`src/rtl/i2c_eeprom_arbiter.sv`:
```
// Round-robin arbiter/sequencer: two requesters share one I2C EEPROM master.
// Grant visible one cycle after valid is sampled; writes and timeouts are followed by a write-cycle gap.
module i2c_eeprom_arbiter #(
  parameter int TIMEOUT_CYCLES = 200000,
  parameter int WR_GAP_CYCLES  = 250000
) (
  input  logic       clk,
  input  logic       reset_n,
  input  logic       req0_valid,
  input  logic       req0_rw,
  input  logic [7:0] req0_dev_addr,
  input  logic [7:0] req0_reg_addr,
  input  logic [7:0] req0_wdata,
  input  logic       req1_valid,
  input  logic       req1_rw,
  input  logic [7:0] req1_dev_addr,
  input  logic [7:0] req1_reg_addr,
  input  logic [7:0] req1_wdata,
  output logic       req0_ready,
  output logic       req1_ready,
  output logic       req0_done,
  output logic       req1_done,
  output logic       req0_err,
  output logic       req1_err,
  output logic [7:0] req_rdata,
  output logic       busy,
  output logic       i2c_write_req,
  output logic       i2c_read_req,
  input  logic       i2c_write_ack,
  input  logic       i2c_read_ack,
  output logic [7:0] wr_dev_addr,
  output logic [7:0] wr_reg_addr,
  output logic [7:0] wdata_in,
  output logic [7:0] rd_dev_addr,
  output logic [7:0] rd_reg_addr,
  input  logic [7:0] rdata
);

  localparam int TO_W  = $clog2(TIMEOUT_CYCLES + 1);
  localparam int GAP_W = $clog2(WR_GAP_CYCLES + 1);
  localparam logic [TO_W-1:0]  TO_LAST  = TO_W'(TIMEOUT_CYCLES - 1);
  localparam logic [GAP_W-1:0] GAP_LAST = GAP_W'(WR_GAP_CYCLES - 1);

  localparam logic [1:0] ST_IDLE = 2'd0;
  localparam logic [1:0] ST_BUSY = 2'd1;
  localparam logic [1:0] ST_GAP  = 2'd2;

  logic [1:0]       state;
  logic [TO_W-1:0]  to_cnt;
  logic [GAP_W-1:0] gap_cnt;
  logic             last_grant;
  logic             cmd_rw;
  logic [7:0]       cmd_dev;
  logic [7:0]       cmd_reg;
  logic [7:0]       cmd_wdata;
  logic             ready_q;
  logic             done_q;
  logic             err_q;
  logic [7:0]       rdata_q;

  logic grant_any;
  logic grant_sel;
  logic ack_hit;

  // On a tie the port not granted last wins; otherwise whichever one is asking.
  assign grant_any = req0_valid | req1_valid;
  assign grant_sel = (req0_valid & req1_valid) ? ~last_grant : req1_valid;
  assign ack_hit   = cmd_rw ? i2c_read_ack : i2c_write_ack;

  always_ff @(posedge clk or negedge reset_n) begin
    if (!reset_n) begin
      state      <= ST_IDLE;
      to_cnt     <= '0;
      gap_cnt    <= '0;
      last_grant <= 1'b1;
      cmd_rw     <= 1'b0;
      cmd_dev    <= '0;
      cmd_reg    <= '0;
      cmd_wdata  <= '0;
      ready_q    <= 1'b0;
      done_q     <= 1'b0;
      err_q      <= 1'b0;
      rdata_q    <= '0;
    end else begin
      ready_q <= 1'b0;
      done_q  <= 1'b0;
      err_q   <= 1'b0;
      case (state)
        ST_IDLE: begin
          if (grant_any) begin
            last_grant <= grant_sel;
            ready_q    <= 1'b1;
            to_cnt     <= '0;
            state      <= ST_BUSY;
            cmd_rw     <= grant_sel ? req1_rw       : req0_rw;
            cmd_dev    <= grant_sel ? req1_dev_addr : req0_dev_addr;
            cmd_reg    <= grant_sel ? req1_reg_addr : req0_reg_addr;
            cmd_wdata  <= grant_sel ? req1_wdata    : req0_wdata;
          end
        end
        ST_BUSY: begin
          // A matching ack takes priority over a timeout in the same cycle.
          if (ack_hit) begin
            done_q <= 1'b1;
            if (cmd_rw) begin
              rdata_q <= rdata;
              state   <= ST_IDLE;
            end else begin
              gap_cnt <= '0;
              state   <= ST_GAP;
            end
          end else if (to_cnt == TO_LAST) begin
            done_q  <= 1'b1;
            err_q   <= 1'b1;
            gap_cnt <= '0;
            state   <= ST_GAP;
          end else begin
            to_cnt <= to_cnt + TO_W'(1);
          end
        end
        ST_GAP: begin
          if (gap_cnt == GAP_LAST) begin
            state <= ST_IDLE;
          end else begin
            gap_cnt <= gap_cnt + GAP_W'(1);
          end
        end
        default: state <= ST_IDLE;
      endcase
    end
  end

  // last_grant stays on the owner for the whole transaction, so it routes the pulses.
  assign req0_ready    = ready_q & ~last_grant;
  assign req1_ready    = ready_q &  last_grant;
  assign req0_done     = done_q  & ~last_grant;
  assign req1_done     = done_q  &  last_grant;
  assign req0_err      = err_q   & ~last_grant;
  assign req1_err      = err_q   &  last_grant;
  assign req_rdata     = rdata_q;
  assign busy          = (state != ST_IDLE);
  assign i2c_write_req = (state == ST_BUSY) & ~cmd_rw;
  assign i2c_read_req  = (state == ST_BUSY) &  cmd_rw;
  assign wr_dev_addr   = cmd_dev;
  assign rd_dev_addr   = cmd_dev;
  assign wr_reg_addr   = cmd_reg;
  assign rd_reg_addr   = cmd_reg;
  assign wdata_in      = cmd_wdata;

endmodule

```
`config.mk`:
```
export PLATFORM = sky130hd
export DESIGN_NAME = i2c_eeprom_arbiter
export DESIGN_NICKNAME = d
export VERILOG_FILES = /design/src/rtl/i2c_eeprom_arbiter.sv
export SDC_FILE = /design/constraint.sdc
export NUM_CORES = 1
export LEC_CHECK = 0
export BUFFER_PORTS_ARGS = -buffer_cell sky130_fd_sc_hd__buf_2
export CORE_MARGIN = 5
export CORE_UTILIZATION = 51
export CTS_BUF_LIST = sky130_fd_sc_hd__clkbuf_4
export DETAILED_ROUTE_END_ITERATION = 6
export GPL_TIMING_DRIVEN = 0
export PLACE_DENSITY = 0.8
export SYNTH_ARGS = -nofsm -noshare
export SYNTH_HDL_FRONTEND = slang
export SYNTH_SLANG_ARGS = --single-unit
```
`constraint.sdc`:
```
create_clock -name clk -period 4.65 [get_ports clk]
set_input_delay 0.465 -clock clk [delete_from_list [all_inputs] [get_ports clk]]
set_output_delay 0.465 -clock clk [all_outputs]
set_load 0.05 [all_outputs]
```
Word level (Yosys, flattened, before mapping):

Cells that the tools add are included.
Widths: inputs -> output; s select.

* register bits after elaboration: 75

* add/sub/neg operators: 2
* eq/ne operators: 11
* multiplexer cells: 28
* bitwise gates (word level): 12
* reduce and logical (&&, ||, !) cells: 9

Operator list (number)
* $mux 18: 7
* $pmux 18 s2: 2
* $add 18x1->18 const B: 2
* $eq 18x18->1 const B: 2
* $mux 8: 3
* $mux 1: 10
* $mux 2: 5
* $ne 2x2->1 const B: 5
* $and 1x1->1: 9
* $reduce_and 4->1: 2
* $ne 3x3->1 const B: 2
* $pmux 2 s3: 1
* $reduce_and 3->1: 2
* $reduce_bool 2->1: 3
* $eq 2x1->1 const B: 1
* $eq 2x2->1 const B: 1
* $logic_not 2->1: 1
* $not 1->1: 2
* $reduce_and 2->1: 1
* $or 1x1->1: 1

Longest topological paths before layout:

* word-level depth: 4
* depth in mapped cells: 8
* gate-level depth less buffers: 7

Worst setup path before layout:

OpenSTA, ideal clock, no wires.

* kind: flip-flop to flip-flop
* start point: register state[1]
* end point: register to_cnt[6]
* setup time: 0.077 ns
* data arrival time: 2.073 ns
* required time: 4.573 ns
* setup slack: 2.500 ns
* cell stages (with the launch flop): 6
* clock period less this slack: 2.150 ns
* cells stage by stage: dfrtp_1 -> or2_2 -> o2bb2ai_1 -> o21ai_4 -> or4_2 -> a21oi_1

* cells in the longest elaborated chain, start to end: 3

RTL lines
* start: declaration: RTL line 48 `logic [1:0] state;`
* start signal: assignment: RTL line 72 `state <= ST_IDLE;`
* start signal: assignment: RTL line 94 `state <= ST_BUSY;`
* start signal: assignment: RTL line 107 `state <= ST_IDLE;`
* $eq 2x1->1 / $logic_not 2->1 (equally long branches): RTL line 88 `case (state)`
* $ne 2x2->1 (no line) / $reduce_bool 2->1 (equally long branches)
* $reduce_and 4->1 (no line)
* end signal: assignment: RTL line 118 `to_cnt <= to_cnt + TO_W'(1);`
* end: declaration: RTL line 49 `logic [TO_W-1:0] to_cnt;`

Several ways; a longest one is shown, not always the timed one.
A chain may end at the register's enable or synchronous reset.

Worst setup path after layout:

* start point: register gap_cnt[5]
* end point: register gap_cnt[17]

* cells in the longest elaborated chain, start to end: 3

RTL lines
* start: declaration: RTL line 50 `logic [GAP_W-1:0] gap_cnt;`
* start signal: assignment: RTL line 125 `gap_cnt <= gap_cnt + GAP_W'(1);`
* $add 18x1->18 / $eq 18x18->1 (equally long branches): RTL line 125, 122
* $mux 18 / $ne 2x2->1 (equally long branches)
* $pmux 18 s2 / $reduce_and 4->1 (equally long branches)

Several ways; a longest one is shown, not always the timed one. The select of a mux whose other input is x is not followed.

==> impl_metrics.tcl <==
set metrics [dict create \
    grt_usage_pct 21.4 \
    path_class "flip-flop to flip-flop" \
    overflow 0 \
    cts_buffers 9 \
    vias 3549 \
    hpwl_um 7770 \
    worst_slack_ns 2.25 \
    die_area_um2 9530 \
    internal_power_mw 1.03 \
    drt-total-wl_um 10100 \
    drv_cap 0 \
    syn_area_per_cell_um2 9.66 \
    clockBufferDepth 2 \
    period_needed_ns 2.40 \
    pre_cts_ws_ns 2.29 \
    h-tree-depth 3 \
    worstPathArrival_ns 2.72 \
    wl_per_cell_um 15.7 \
    synth_top_family_by_area "simple AND/OR/NAND/NOR gates" \
    power_frac_seq_pct 47.7 \
    synth_area_um2 3910 \
    core_area_um2 7610 \
    grt_pass1_wl_um 16700 \
    synthCells 405 \
    ioPinCount 121 \
    worst_setup_path_start_kind "flip-flop" \
    p_sw_uw 408 \
    layout_common_cells "buf_2, dfrtp_1, nand2_1" \
    synth_flop_cell "dfrtp_1" \
    final_nets 604 \
    skew_ns 0.0138 \
    clkTransAtPathRegs_ns 0.12 \
    synth_compound_area_share_pct 15.6 \
    ys_warn_count 0 \
    fin_crit_sh_pct 51.6 \
    postCtsResizedCells 0 \
    grt_pass1_vias 3474 \
    initial_utilization_pct 51.4 \
    worstHoldPathType "input pin to flip-flop" \
    synth_top_area_share_pct 47.3 \
    cts_hold_buf 1 \
    outcome "finished, final reports clean" \
    cts_sinks 75 \
    yosys_register_bits 75 \
    n_antenna_cell 0 \
    rows 32 \
    netSwitchingFraction_pct 28.4 \
    max-slew-margin-rel_pct 45.2 \
    layout_commonest_cell "buf_2" \
    rsz0062_at_grt "no" \
    end_kind "flip-flop" \
    hold_viol_final 0 \
    gp_congestion 0.912 \
    io_buffers 120 \
    finalMaxSlewViolations 0 \
    combPwrFrac_pct 16.9 \
    dieHeight_um 97.6 \
    synthesis.nets 471 \
    cts_setup_buffers 0 \
    p_total_mw 1.44 \
    p_leak_nw 2.45 \
    pwr-share-clk_pct 35.4 \
    ant_nets 0 \
    firstDrtPassIters 5 \
    muxShareOfSynthArea_pct 9.24 \
    seq_area_frac_synth_pct 48.0 \
    antenna_found_initial 0 \
    cts_root_buf "clkbuf_4" \
    synthAdderAreaFrac_pct 0.639 \
    tritoncts "done" \
    clkLatencyLatePin_ns 0.41 \
    grt_max_degree 62 \
    drt_iter0_drc 150 \
    worst_pin_slew_ns 0.815 \
    synth_area_leader_cell "dfrtp_1" \
    ir_drop_uv 173 \
    synth_simple_gate_area_share_pct 19.0 \
    ys_types 58 \
    synthArstFlopShare_pct 100 \
    routed_via_density 5.50 \
    finalSetupViolations 0 \
    dieWidth_um 97.6 \
    powerDensity_nw_per_um2 296 \
    cp.required_ns 4.97 \
    drive_above_1_share_pct 33.1 \
    synth_xor_area_share_pct 1.12 \
    synth_edf_count 0 \
    synthTopCellsByArea "dfrtp_1, mux2i_1, nand2_1" \
    synthToLayoutAreaGrowth_pct 24.3 \
    drc 0 \
    cp_max_fo 10 \
    fmax_mhz 417 \
    setup_tns_ns 0 \
]
sequential cells by signal, indices dropped and copies added, names as in the netlist:
register	cells
done_q	1
err_q	1
rd_dev_addr	8
ready_q	1
rd_reg_addr	8
req_rdata	8
last_grant	1
cmd_rw	1
to_cnt	18
gap_cnt	18
wdata_in	8
state	2
area by class of cell:
| type | instances | area (µm²) |
|---|---|---|
| clock buffers | 11 | 82.6 |
| well taps | 102 | 128 |
| clock inverters | 5 | 101 |
| repair buffers | 122 | 641 |
| flip-flops and latches | 75 | 1880 |
| plain buffers | 36 | 220 |
| multi-input cells | 286 | 1790 |
| inverters | 8 | 30.0 |
| fillers | 647 | 2740 |
routing by layer:
| layer | vias up | GRT usage, % | routed length (µm) |
|---|---|---|---|
| met5 | - | 0 | 0 |
| met4 | 0 | 7.24 | 143 |
| met3 | 16 | 5.81 | 548 |
| met2 | 99 | 37.5 | 5300 |
| met1 | 1721 | 25.4 | 4140 |
| li1 | 1713 | - | - |
worst max-delay path, cell delays in order (launching register included):
cell      delay, ns
dfrtp_1        0.46
or4_1          0.54
nor4_2         0.34
o221ai_1       0.20
a21oi_2        0.30
inv_2          0.13
buf_6          0.17
o211ai_1       0.17
worst paths after layout:
kind | from | endpoint | slack (ns) | depth (start not counted)
min in group asynchronous | reset_n | to_cnt[5]$_DFFE_PN0P_ | 0.44 | 2
min reg2reg | wdata_in[7]$_DFFE_PN0P_ | wdata_in[7]$_DFFE_PN0P_ | 0.50 | 2
max in group asynchronous | reset_n | last_grant$_DFFE_PN1P_ | 3.59 | 3
max reg2reg | gap_cnt[5]$_DFFE_PN0P_ | gap_cnt[17]$_DFFE_PN0P_ | 2.25 | 7
max | gap_cnt[5]$_DFFE_PN0P_ | gap_cnt[17]$_DFFE_PN0P_ | 2.25 | 7
min | rdata[1] | req_rdata[1]$_DFFE_PN0P_ | 0.28 | 2
Yosys cell counts (7+ instances only):
| cell | n |
|---|---|
| nor2b_1 | 7 |
| a21oi_1 | 17 |
| mux2_2 | 9 |
| nand4_1 | 7 |
| mux2i_1 | 26 |
| buf_4 | 16 |
| nand3_1 | 13 |
| o21ai_0 | 37 |
| a31oi_1 | 12 |
| inv_1 | 7 |
| clkbuf_1 | 13 |
| and2_1 | 7 |
| nand2_1 | 55 |
| nor2_1 | 20 |
| dfrtp_1 | 74 |
metrics by stage:
stage | cell area, µm² | utilization, % | instances | hold slack [ns]
4_1_cts | 4870 | 64.0 | 645 | 0.260
3_3_place_gp | 4640 | 61.0 | 627 | 0.460
2_1_floorplan | 3910 | - | 405 | 0.169
5_1_grt | 4870 | 64.0 | 645 | 0.246
3_5_place_dp | 4670 | 61.4 | 628 | 0.347
6_report | 4870 | 64.0 | 645 | 0.277
power groups by stage:
stage          clock network, mW  registers, mW  logic [mW]
2_1_floorplan                  0          0.759      0.0975
6_report                   0.509          0.687       0.242
3_3_place_gp                   0          0.699       0.236
5_1_grt                    0.547          0.690       0.257
4_1_cts                    0.518          0.687       0.245
3_5_place_dp                   0          0.700       0.244
logic make-up after synthesis:
family	count (synthesis)
AO/OA/AOI/OAI	98
XOR/XNOR	5
adder cells (fa/ha/maj)	2
buffers and inverters	44
flip-flops	75
multiplexers	35
AND/OR/NAND/NOR	146
Power figures use the tool's default switching activity.
